$ cat src/rtl/uart_pkg.sv
// Shared constants for the UART transmit feeder: FSM encoding, default FIFO geometry
// and the toggle-handshake synchronizer depth.
package uart_pkg;

  localparam int DEPTH_DEF = 16;
  localparam int AW_DEF    = 4;
  localparam int ACK_SYNC  = 2;

  // Gray sequence: exactly one bit flips on each IDLE->LOAD->SEND->WAIT->IDLE step
  typedef enum logic [1:0] {
    ST_IDLE = 2'b00,
    ST_LOAD = 2'b01,
    ST_SEND = 2'b11,
    ST_WAIT = 2'b10
  } fsm_t;

endpackage

$ cat src/rtl/uart_fifo_mem.sv
// DEPTH x 8 byte FIFO with occupancy counter; clr has priority over push and pop.
module uart_fifo_mem
  import uart_pkg::*;
#(
  parameter int DEPTH = DEPTH_DEF,
  parameter int AW    = AW_DEF
) (
  input  logic          clk,
  input  logic          rstn,
  input  logic          enable,
  input  logic          clr,
  input  logic          push,
  input  logic          pop,
  input  logic [7:0]    din,
  output logic [7:0]    dout,
  output logic [AW:0]   level
);

  logic [7:0]    mem [DEPTH];
  logic [AW-1:0] wr_ptr, rd_ptr;
  logic          push_ok, pop_ok;

  // Local guards keep the pointers coherent even if a caller misbehaves
  assign push_ok = push && !clr && (level != (AW+1)'(DEPTH));
  assign pop_ok  = pop  && !clr && (level != '0);
  assign dout    = mem[rd_ptr];

  always_ff @(posedge clk) begin
    if (enable && push_ok) mem[wr_ptr] <= din;
  end

  always_ff @(posedge clk or negedge rstn) begin
    if (!rstn) begin
      wr_ptr <= '0;
      rd_ptr <= '0;
      level  <= '0;
    end else if (enable) begin
      if (clr) begin
        wr_ptr <= '0;
        rd_ptr <= '0;
        level  <= '0;
      end else begin
        if (push_ok) wr_ptr <= wr_ptr + 1'b1;
        if (pop_ok)  rd_ptr <= rd_ptr + 1'b1;
        case ({push_ok, pop_ok})
          2'b10:   level <= level + 1'b1;
          2'b01:   level <= level - 1'b1;
          default: level <= level;
        endcase
      end
    end
  end

endmodule

$ cat src/rtl/uart_tx_feeder.sv
// Byte FIFO feeding a UART serializer over a toggle req/ack handshake.
// One byte is in flight at a time; level counts only the bytes still stored.
module uart_tx_feeder
  import uart_pkg::*;
#(
  parameter int DEPTH = DEPTH_DEF,
  parameter int AW    = AW_DEF
) (
  input  logic          clk,
  input  logic          rstn,
  input  logic          enable,
  input  logic          clr,
  input  logic          wr_en,
  input  logic [7:0]    wr_data,
  output logic          full,
  output logic          empty,
  output logic [AW:0]   level,
  output logic          overflow,
  output logic          busy,
  output logic          ser_req,
  output logic [7:0]    ser_data,
  input  logic          ser_ack
);

  fsm_t                state_q, state_d;
  logic [ACK_SYNC-1:0] ack_d;
  logic                ack_x;
  logic                push, pop;
  logic [7:0]          fifo_dout;

  assign full  = (level == (AW+1)'(DEPTH));
  assign empty = (level == '0);
  assign push  = wr_en && !full && !clr;
  assign pop   = (state_q == ST_LOAD);
  assign busy  = !((state_q == ST_IDLE) && empty);
  assign ack_x = ack_d[ACK_SYNC-1] ^ ack_d[ACK_SYNC-2];

  uart_fifo_mem #(.DEPTH(DEPTH), .AW(AW)) u_fifo (
    .clk    (clk),
    .rstn   (rstn),
    .enable (enable),
    .clr    (clr),
    .push   (push),
    .pop    (pop),
    .din    (wr_data),
    .dout   (fifo_dout),
    .level  (level)
  );

  always_ff @(posedge clk or negedge rstn) begin
    if (!rstn) ack_d <= '0;
    else if (enable) ack_d <= {ack_d[ACK_SYNC-2:0], ser_ack};
  end

  always_ff @(posedge clk or negedge rstn) begin
    if (!rstn) state_q <= ST_IDLE;
    else if (enable) state_q <= state_d;
  end

  // A clr in IDLE blocks the launch so LOAD never sees a flushed FIFO
  always_comb begin
    state_d = state_q;
    case (state_q)
      ST_IDLE: if (!empty && !clr) state_d = ST_LOAD;
      ST_LOAD: state_d = ST_SEND;
      ST_SEND: state_d = ST_WAIT;
      ST_WAIT: if (ack_x) state_d = ST_IDLE;
      default: state_d = ST_IDLE;
    endcase
  end

  always_ff @(posedge clk or negedge rstn) begin
    if (!rstn) begin
      ser_req  <= 1'b0;
      ser_data <= '0;
    end else if (enable) begin
      if (state_q == ST_LOAD) ser_data <= fifo_dout;
      if (state_q == ST_SEND) ser_req  <= ~ser_req;
    end
  end

  always_ff @(posedge clk or negedge rstn) begin
    if (!rstn) overflow <= 1'b0;
    else if (enable) begin
      if (clr) overflow <= 1'b0;
      else if (wr_en && full) overflow <= 1'b1;
    end
  end

endmodule

$ cat config.mk
export PLATFORM = sky130hd
export DESIGN_NAME = uart_tx_feeder
export DESIGN_NICKNAME = d
export VERILOG_FILES = /design/src/rtl/uart_pkg.sv /design/src/rtl/uart_fifo_mem.sv /design/src/rtl/uart_tx_feeder.sv
export SDC_FILE = /design/constraint.sdc
export NUM_CORES = 1
export LEC_CHECK = 0
export BUFFER_PORTS_ARGS = -buffer_cell sky130_fd_sc_hd__buf_2
export CORE_MARGIN = 3
export CORE_UTILIZATION = 57
export CTS_BUF_LIST = sky130_fd_sc_hd__clkbuf_2
export DETAILED_ROUTE_END_ITERATION = 6
export GPL_TIMING_DRIVEN = 0
export PLACE_DENSITY = 0.78
export SYNTH_ARGS = -nofsm -noshare
export SYNTH_HDL_FRONTEND = slang
export SYNTH_SLANG_ARGS = --single-unit
$ cat constraint.sdc
create_clock -name clk -period 2.3 [get_ports clk]
set_clock_uncertainty 0.05 [all_clocks]
set_input_delay 0.46 -clock clk [delete_from_list [all_inputs] [get_ports clk]]
set_output_delay 0.46 -clock clk [all_outputs]
set_load 0.01 [all_outputs]
## Yosys cells after proc, flatten, opt, wreduce, memory -nomap -nowiden

Memory sizes are Yosys's and may differ from the RTL's. A register that Yosys moved wholly into a read port is not among the register bits.
Index checks and enable logic that the tools add are counted.

- RAM bits: 128
- Flip-flop bits (word level): 19
- Word-level logic and storage cells: 65
- Memories: 1

- Bitwise logic cells: 2
- Add/sub/neg operators: 4
- Muxes and demuxes: 13
- Equality and inequality tests: 9
- Reduce and logical (&&, ||, !) cells: 29

Memories:

| name | words | bits a word | read ports | clocked after memory_dff | write ports | line | source |
|---|---|---|---|---|---|---|---|
| u_fifo.mem | 16 | 8 | 1 | 1 | 1 | uart_fifo_mem.sv:19 | `logic [7:0] mem [DEPTH];` |

Operators by type and width:

| cell | number |
|---|---|
| $mux 4 | 4 |
| $reduce_and 2->1 | 6 |
| $logic_and 1x1->1 | 10 |
| $pmux 5 s2 | 1 |
| $add 4x1->4 const B | 2 |
| $pmux 2 s4 | 1 |
| $eq 2x2->1 const B | 3 |
| $reduce_bool 2->1 | 3 |
| $add 5x1->5 const B | 1 |
| $eq 5x5->1 const B | 1 |
| $logic_not 1->1 | 5 |
| $logic_not 5->1 | 1 |
| $mux 5 | 1 |
| $ne 5x5->1 const B | 1 |
| $reduce_bool 5->1 | 1 |
| $sub 5x1->5 const B | 1 |
| $eq 2x1->1 const B | 2 |
| $mux 1 | 4 |
| $mux 2 | 2 |
| $reduce_and 3->1 | 1 |
| $reduce_bool 3->1 | 1 |
| $logic_not 2->1 | 1 |
| $ne 2x1->1 const B | 1 |
| $ne 2x2->1 const B | 1 |
| other kinds (2) | 2 |

## Depth between registers and ports, before layout

Gate-level depths: netlist of the first run.

- Depth after elaboration: 9
- Mapped depth: 10
- Mapped depth without buffers: 9

## Modules after synthesis

A second synthesis of the first run with hierarchy kept.

- Cell total of the unflattened synthesis: 389
- Area, all modules: 6,522.5 µm²

Modules (own cells, without submodules):

| module | times used | sequential area each (µm²) | cells each | area each (µm²) |
|---|---|---|---|---|
| uart_fifo_mem | 1 | 4,169.0 | 342 | 5,910.7 |
| uart_tx_feeder | 1 | 350.3 | 47 | 611.8 |

## Worst setup path after synthesis of the first run

OpenSTA, ideal clock, no wires.

- Path kind: reg2reg
- Start: reg u_fifo.level[1]
- End: reg u_fifo.level[4]
- Path buffers: 0
- Required time: 2.122 ns
- Arrival time: 2.411 ns
- Clock period less this slack: 2.589 ns
- Slack: -0.289 ns
- Cell stages (with the launch flop): 9
- Path through: dfrtp_1 or4_4 o211ai_4 inv_1 ha_1 a31oi_1 a22oi_1 a311oi_1 o21ai_0

- Word-level cells in the longest chain between the ends: 9
- Elaborated cells on any way between the ends: 17

RTL lines:

| item | line | source |
|---|---|---|
| start: declaration | uart_fifo_mem.sv:16 | `output logic [AW:0] level` |
| start signal: assignment | uart_fifo_mem.sv:46 | `2'b10: level <= level + 1'b1;` |
| start signal: assignment | uart_fifo_mem.sv:47 | `2'b01: level <= level - 1'b1;` |
| start signal: assignment | uart_fifo_mem.sv:48 | `default: level <= level;` |
| $eq 5x5->1 | uart_tx_feeder.sv:31 | `assign full = (level == (AW+1)'(DEPTH));` |
| $logic_not 1->1 | uart_tx_feeder.sv:33 | `assign push = wr_en && !full && !clr;` |
| $logic_and 1x1->1 (2 in series) | uart_tx_feeder.sv:33 |  |
| $logic_and 1x1->1 (2 in series) | uart_fifo_mem.sv:24 | `assign push_ok = push && !clr && (level != (AW+1)'(DEPTH));` |
| $eq 2x1->1 or $eq 2x2->1 (tied branches) | uart_fifo_mem.sv:45 | `case ({push_ok, pop_ok})` |
| $pmux 5 s2 or $reduce_bool 3->1 (tied branches) | n/a |  |
| $mux 5 or $reduce_and 2->1 (tied branches) | n/a |  |

Parallel ways exist; a longest one is shown, timed or not.
A chain may end at the register's enable or synchronous reset.

## Worst setup path after layout of the first run

- Start: reg u_fifo.level[2]
- End: reg u_fifo.level[4]

Same word-level chain as after synthesis.

==> results.py, run 1 <==
metrics = {
    "clocking": {
        "ctsRootBufferMaster": "clkbuf_2",
        "clk_latency_ns": 0.70,
        "path_clk_slew_ns": 0.24,
        "cts_tree": "built",
        "htreeDepth": 4,
        "cts_made_buffers": 17,
        "cts_buffer_depth": 2,
        "clock_sinks": 155,
    },
    "run": {
        "drv_cap": 0,
    },
    "sta": {
        "final.min_clock_period_ns": 2.74,
        "rsz0062_at_grt": "yes",
        "final-max-slew-violation-count": 0,
        "fin_setup_tns_ns": -1.86,
        "max_freq_mhz": 365,
        "timing.slew.headroom_pct": 46.2,
        "setup_ws_ns": -0.442,
        "tightestPinTransition_ns": 0.796,
        "setup_viol_count_final": 9,
        "hold_ws_ns": 0.0800,
        "fin_crit_sh_pct": 119,
        "hold_viol": 0,
    },
    "grt": {
        "antenna_found_initial": 0,
        "track_usage_pct": 21.7,
        "grt_pass1_vias": 3648,
        "grt_max_degree": 28,
        "grt-ovfl-total": 0,
        "grt_pass1_wl_um": 20400,
    },
    "die": {
        "fp.dieH_um": 113,
        "num_io_pins": 32,
        "rows": 38,
        "start_util_pct": 59.5,
        "core_um2": 11100,
        "fp.dieW_um": 113,
        "die_area_um2": 12900,
    },
    "route": {
        "dr.pass1.iters": 7,
        "drc_errors": 0,
        "dr_total_vias": 3748,
        "wl_per_cell_um": 22.8,
        "ant_nets": 0,
        "drtIter0Drc": 339,
        "via_per_inst": 6.22,
        "drt_wl_total_um": 13700,
    },
    "logic_synthesis": {
        "synth-xor-area-share_pct": 0.798,
        "yosys.area.top_type": "edfxtp_1",
        "syn_inst": 380,
        "yosysSeqAreaShare_pct": 68.6,
        "synth-simple-area-share_pct": 5.72,
        "synth_top_family_by_area": "multiplexers",
        "synth-compound-area-share_pct": 5.85,
        "ys_top_cells_by_area": "edfxtp_1 (58%), mux4_2 (11%), dfrtp_1 (10%)",
        "synth_top_area_share_pct": 58.4,
        "synthFlopType": "edfxtp_1",
        "ys_types": 50,
        "yosys_warnings": 0,
        "synth_mux_area_share_pct": 15.2,
        "synth_enable_flop_cells": 128,
        "async_reset_ff_share_pct": 17.4,
        "synth-seq-cells": 155,
        "synthAdderAreaFrac_pct": 1.33,
        "synth_fp_nets": 401,
        "syn_area_per_cell_um2": 17.3,
        "netlist_area_um2": 6590,
    },
    "power_and_ir_drop": {
        "power.switching_mw": 2.43,
        "p_seq_share_pct": 47.0,
        "power.share.clock_pct": 16.5,
        "comb_power_share_pct": 36.5,
        "switching_share_pct": 33.2,
        "vdd_drop_max_v": 0.000866,
        "total_leakage_power_nw": 2.60,
        "intPower_mw": 4.88,
        "power_density_nw_per_um2": 959,
    },
    "placement": {
        "gp_congestion": 0.855,
        "io_buffers": 30,
        "dp_hpwl_um": 8410,
        "place_ws_ns": -0.568,
        "dp_cells": 550,
    },
    "outcome": {
        "violations": "negative setup slack",
        "outcome": "complete, but fails checks",
    },
    "setup_path": {
        "worstSetupPathType": "flip-flop to flip-flop",
        "required_ns": 2.84,
        "worstRegToRegCells": 9,
        "arrival_ns": 3.28,
        "end_kind": "flip-flop",
        "r2r-start": "u_fifo.level[2]$_DFFE_PN0P_",
        "reg2reg_slack_ns": -0.44,
        "critPathLaunchType": "flip-flop",
        "worst-path-max-fanout": 5,
        "r2r_end": "u_fifo.level[4]$_DFFE_PN0P_",
    },
    "worst_hold_path": {
        "hold_path_end": "u_fifo.mem[5][0]$_DFFE_PP_",
        "min_delay_path_depth": 1,
        "hold_class": "input port to flip-flop",
        "hold_start": "wr_data[0]",
    },
    "layout": {
        "n_antenna_cell": 0,
        "stdcell_count": 603,
        "areaGrowthSynthToFinish_pct": 15.8,
        "drive_gt1_share_pct": 39.5,
        "finalNetCount": 472,
        "fillers": 698,
    },
}
==> state kept, by name (all words and copies together), names as in the netlist <==
| name | cells |
|---|---|
| u_fifo.rd_ptr | 4 |
| ser_req | 1 |
| state_q | 2 |
| u_fifo.level | 5 |
| ser_data | 8 |
| overflow | 1 |
| u_fifo.wr_ptr | 4 |
| ack_d | 2 |
| u_fifo.mem | 128 |
==> routing by layer <==
layer  vias up  track usage (%)  wire (µm)
met3        18             4.83        921
met4         0             6.89        178
met2       151             34.2       6880
met1      1925             30.8       5750
met5         -                0          0
li1       1654                -          -
==> synth_stat cells, drive strengths merged (2+ instances only) <==
| cell | instances |
|---|---|
| nor3 | 13 |
| edfxtp | 128 |
| dfrtp | 27 |
| nor2 | 19 |
| o211ai | 2 |
| and3 | 2 |
| nor2b | 6 |
| mux2i | 14 |
| mux2 | 12 |
| a21oi | 8 |
| nand3 | 7 |
| or3 | 2 |
| ha | 7 |
| a221o | 8 |
| or4 | 2 |
| xor2 | 2 |
| clkbuf | 16 |
| o22ai | 7 |
| inv | 13 |
| mux4 | 32 |
| nand2 | 14 |
| xnor2 | 4 |
| a31oi | 3 |
| a22oi | 2 |
| a22o | 2 |
| buf | 8 |
| o21ai | 6 |
==> critical path: stages, from the launching register on <==
cell and delay, ns:
dfrtp_2 0.50, buf_6 0.13, or4_4 0.55, o211ai_4 0.29, xnor2_2 0.14, ha_4 0.22, o31ai_4 0.23, a22oi_1 0.13
a311oi_1 0.30, o21ai_1 0.12
==> power groups by stage <==
stage	registers (mW)	clock network, mW	logic [mW]
2_1_floorplan	3.48	0	1.48
5_1_grt	3.46	1.36	2.84
3_5_place_dp	3.47	0	2.08
4_1_cts	3.39	1.24	2.47
3_3_place_gp	3.45	0	2.03
6_report	3.44	1.21	2.67
==> final cells by class <==
| class | count | area (µm²) | area share, % |
|---|---|---|---|
| multi-input cells | 188 | 2170 | 28.5 |
| flip-flops and latches | 155 | 4520 | 59.3 |
| well taps | 140 | 175 | 2.30 |
| inverters | 13 | 51.3 | 0.673 |
| clock buffers | 20 | 100 | 1.31 |
| repair buffers | 55 | 419 | 5.50 |
| clock inverters | 11 | 72.6 | 0.952 |
| plain buffers | 21 | 113 | 1.48 |
==> logic make-up (layout without fill, tap and decap cells) <==
| logic type | Yosys count | in the layout |
|---|---|---|
| simple gates | 71 | 71 |
| flops | 155 | 155 |
| xor+xnor | 6 | 6 |
| buf+inv | 37 | 120 |
| mux | 58 | 58 |
| fa+ha+maj | 7 | 7 |
| compound gates | 46 | 46 |
==> worst max path at each step <==
stage                                              to  slack (ns)                        start
after detailed placement   u_fifo.mem[2][7]$_DFFE_PP_       -0.57  u_fifo.level[4]$_DFFE_PN0P_
after CTS                                        busy       -0.40  u_fifo.level[2]$_DFFE_PN0P_
final                     u_fifo.level[4]$_DFFE_PN0P_       -0.44  u_fifo.level[2]$_DFFE_PN0P_
after global placement     u_fifo.mem[3][7]$_DFFE_PP_       -0.47  u_fifo.level[4]$_DFFE_PN0P_
after floorplan           u_fifo.level[4]$_DFFE_PN0P_       -0.14  u_fifo.level[1]$_DFFE_PN0P_
after global routing      u_fifo.level[4]$_DFFE_PN0P_       -0.51  u_fifo.level[2]$_DFFE_PN0P_
==> layout by cell type (no fill, tap or decap), types with 5 or more instances in the layout <==
master,instances
a21oi_1,8
a221o_1,8
buf_2,30
buf_4,17
buf_6,7
clkbuf_1,11
clkbuf_2,21
dfrtp_1,23
edfxtp_1,128
ha_1,5
inv_1,10
mux2_2,10
mux2i_1,14
mux4_2,32
nand2_1,7
nand2_4,5
nand3_1,7
nor2_1,5
nor2_4,12
nor2b_1,5
nor3_1,9
o22ai_1,6
==> repair_timing <==
item | in CTS | in global routing
gates resized for setup | 51 | 29
endpoints found under the setup margin | 142 | 88
hold endpoints to repair | 31 | 0
pin swaps | 9 | 6
hold buffers | 3 | 0
buffers inserted | 16 | 6
==> per-stage QoR <==
step	power, mW	utilization (%)	cell area, µm²
floorplan	4.96	-	6600
global placement	5.48	62.5	6920
detailed placement	5.55	62.5	6920
CTS	7.10	67.3	7460
global route	7.66	68.8	7630
finish	7.32	68.8	7630
Power figures use the tool's default switching activity.
==> run 2, diff against run 1 <==
--- a/config.mk
+++ b/config.mk
@@ -5,6 +5,7 @@
 export SDC_FILE = /design/constraint.sdc
 export NUM_CORES = 1
 export LEC_CHECK = 0
+export ABC_AREA = 1
 export BUFFER_PORTS_ARGS = -buffer_cell sky130_fd_sc_hd__buf_2
 export CORE_MARGIN = 3
 export CORE_UTILIZATION = 57
==> results.py, run 2 <==
metrics = {
    "outcome": {
        "outcome": "completed",
    },
    "clocking": {
        "cts_made_buffers": 17,
        "clk_latency_ns": 0.71,
        "clock_sinks": 155,
        "cts_buffer_depth": 2,
        "htreeDepth": 4,
        "cts_tree": "built",
        "ctsRootBufferMaster": "clkbuf_2",
        "path_clk_slew_ns": 0.23,
    },
    "power_and_ir_drop": {
        "power_density_nw_per_um2": 1030,
        "vdd_drop_max_v": 0.000563,
        "total_leakage_power_nw": 2.68,
    },
    "setup_path": {
        "cp_top_family": "flip-flops",
        "end_kind": "output pin",
        "critPathLaunchType": "flip-flop",
        "crit_slowest_cell": "dfrtp_2",
        "path_depth": 5,
        "worstRegToRegCells": 8,
        "path_buf_inv": 2,
        "arrival_ns": 1.69,
        "worstSetupPathType": "flip-flop to output pin",
        "slowest_delay_ns": 0.48,
        "required_ns": 1.79,
        "worst-path-max-fanout": 3,
        "crit_chain": "nor2_4 > nand3_2 > inv_2 > nand3_1 > buf_2",
    },
    "logic_synthesis": {
        "synth_fp_nets": 566,
        "synth_common_cells": "edfxtp_1 (128), nor2_1 (93), o21ai_0 (65)",
        "synth_top_area_share_pct": 59.6,
        "ys_types": 30,
        "yosys.area.top_type": "edfxtp_1",
        "yosys_warnings": 0,
        "synth_enable_flop_cells": 128,
        "syn_area_per_cell_um2": 11.8,
        "netlist_area_um2": 6450,
        "yosysMostFrequentCell": "edfxtp_1",
        "ys_top_cells_by_area": "edfxtp_1 (60%), dfrtp_1 (10%), nor2_1 (5.4%)",
        "synthFlopType": "edfxtp_1",
        "async_reset_ff_share_pct": 17.4,
        "yosysSeqAreaShare_pct": 70.0,
        "syn_inst": 545,
        "synth-seq-cells": 155,
    },
    "grt": {
        "antenna_found_initial": 0,
        "grt_pass1_wl_um": 24000,
        "grt_pass1_vias": 4468,
        "grt-ovfl-total": 0,
        "track_usage_pct": 25.3,
        "grt_max_degree": 28,
    },
    "sta": {
        "max_freq_mhz": 454,
        "hold_viol": 0,
        "tightestPinTransition_ns": 0.601,
        "timing.slew.headroom_pct": 59.9,
        "setup_viol_count_final": 0,
        "fin_setup_tns_ns": 0,
        "fin_crit_sh_pct": 95.8,
        "final.min_clock_period_ns": 2.20,
        "final-max-slew-violation-count": 0,
    },
    "layout": {
        "stdcell_count": 757,
        "final_common_cell": "edfxtp_1",
        "n_antenna_cell": 0,
        "fillers": 784,
        "areaGrowthSynthToFinish_pct": 11.9,
        "final_util_pct": 66.0,
        "drive_gt1_share_pct": 18.6,
        "final_cell_mix": "edfxtp_1 (128), nor2_1 (77), o21ai_0 (65), nand2_1 (62), buf_2 (40)",
        "reg_top3": "u_fifo.mem (128), ser_data (8), u_fifo.level (5)",
        "largest_reg_flops": 128,
        "finalNetCount": 625,
        "largest_register": "u_fifo.mem",
    },
    "placement": {
        "gp_congestion": 0.915,
        "io_buffers": 30,
        "dp_hpwl_um": 10000,
        "dp_cells": 715,
    },
    "run": {
        "drv_cap": 0,
    },
    "route": {
        "drc_errors": 0,
        "dr.pass1.iters": 5,
        "drt_wl_total_um": 15200,
        "drtIter0Drc": 583,
        "dr_total_vias": 4592,
        "via_per_inst": 6.07,
        "wl_per_cell_um": 20.1,
        "ant_nets": 0,
    },
    "die": {
        "start_util_pct": 59.0,
        "fp.dieW_um": 112,
        "fp.dieH_um": 112,
        "core_um2": 10900,
        "die_area_um2": 12600,
        "num_io_pins": 32,
        "rows": 38,
    },
    "worst_hold_path": {
        "hold_class": "input port to flip-flop",
        "min_delay_path_depth": 4,
    },
}
-- run 2: changes by cell type in the layout (fill, tap and decap cells not counted), sizes merged, moves of 14 or more --
cell | previous run | this run
nand3 | 7 | 26
o221ai | 0 | 18
inv | 15 | 30
mux2i | 14 | 0
mux4 | 32 | 0
o21ai | 6 | 92
nand2 | 14 | 66
nor2 | 19 | 95
-- run 2: cell type report --
type                    count  area [µm²]  share of cell area (%)
plain buffers              25         151                    2.10
clock buffers              19        95.1                    1.32
clock inverters            13         169                    2.34
inverters                  30         113                    1.56
multi-input cells         335        1760                    24.4
flip-flops and latches    155        4520                    62.6
well taps                 140         175                    2.43
repair buffers             40         238                    3.29
-- run 2: stage by stage --
step / worst slack [ns] / cell area [µm²] / power [mW] / hold slack (ns)
6_report: 0.0962 / 7220 / 7.46 / 0.0513
5_1_grt: -0.0157 / 7220 / 7.84 / 0.0141
4_1_cts: -0.0714 / 7140 / 7.36 / 0.0232
3_5_place_dp: -0.0818 / 6780 / 5.76 / 0.403
3_3_place_gp: -0.0450 / 6780 / 5.67 / 0.400
2_1_floorplan: 0.428 / 6450 / 4.89 / 0.114
-- run 2: worst reg2reg max path: cells and delay by family, from the launching register on --
kind	cells	cell delay [ns]
AO/OA/AOI/OAI	3	0.64
buffers and inverters	2	0.59
flip-flops	1	0.53
AND/OR/NAND/NOR	3	0.33
-- run 2: logic make-up (layout without fill, tap and decap cells) --
family                   Yosys count  in the layout  share of synthesized area [%]
AO/OA/AOI/OAI                    132            132                           11.7
flip-flops                       155            155                           70.0
AND/OR/NAND/NOR                  192            192                           12.2
adder cells (fa/ha/maj)            7              7                           1.36
buffers and inverters             55            127                           4.09
XOR/XNOR                           4              4                          0.543
-- run 2: report_power, final --
part	internal, mW	switching, mW	total, mW
Sequential	3.21	0.137	3.34
Clock	0.624	0.973	1.60
Combinational	0.842	1.68	2.52
-- run 2: path summary, 6_finish.rpt --
check / start / to / slack [ns]
hold reg to reg: ser_req$_DFFE_PN0P_ / ser_req$_DFFE_PN0P_ / 0.42
min in group asynchronous: rstn / ser_data[7]$_DFFE_PN0P_ / 0.19
max in group asynchronous: rstn / u_fifo.level[2]$_DFFE_PN0P_ / 1.57
setup reg to reg: u_fifo.rd_ptr[1]$_DFFE_PN0P_ / ser_data[2]$_DFFE_PN0P_ / 0.12
hold / removal: clr / u_fifo.wr_ptr[1]$_DFFE_PN0P_ / 0.05
setup / recovery: u_fifo.level[2]$_DFFE_PN0P_ / busy / 0.1
-- run 2: what timing repair did --
item                                   in CTS  in global routing
hold buffers                                5                  0
pin swaps                                   0                  2
resized for setup                           7                 21
setup buffers                               4                  1
endpoints found under the hold margin      30                  0
setup endpoints to repair                 113                101
-- run 2: per-layer routing --
metal	GRT usage, %	wire, µm	up-vias
met5	0	0	-
met4	12.7	565	0
met3	4.74	1270	46
met2	40.1	7430	250
met1	33.7	5990	2219
li1	-	-	2077
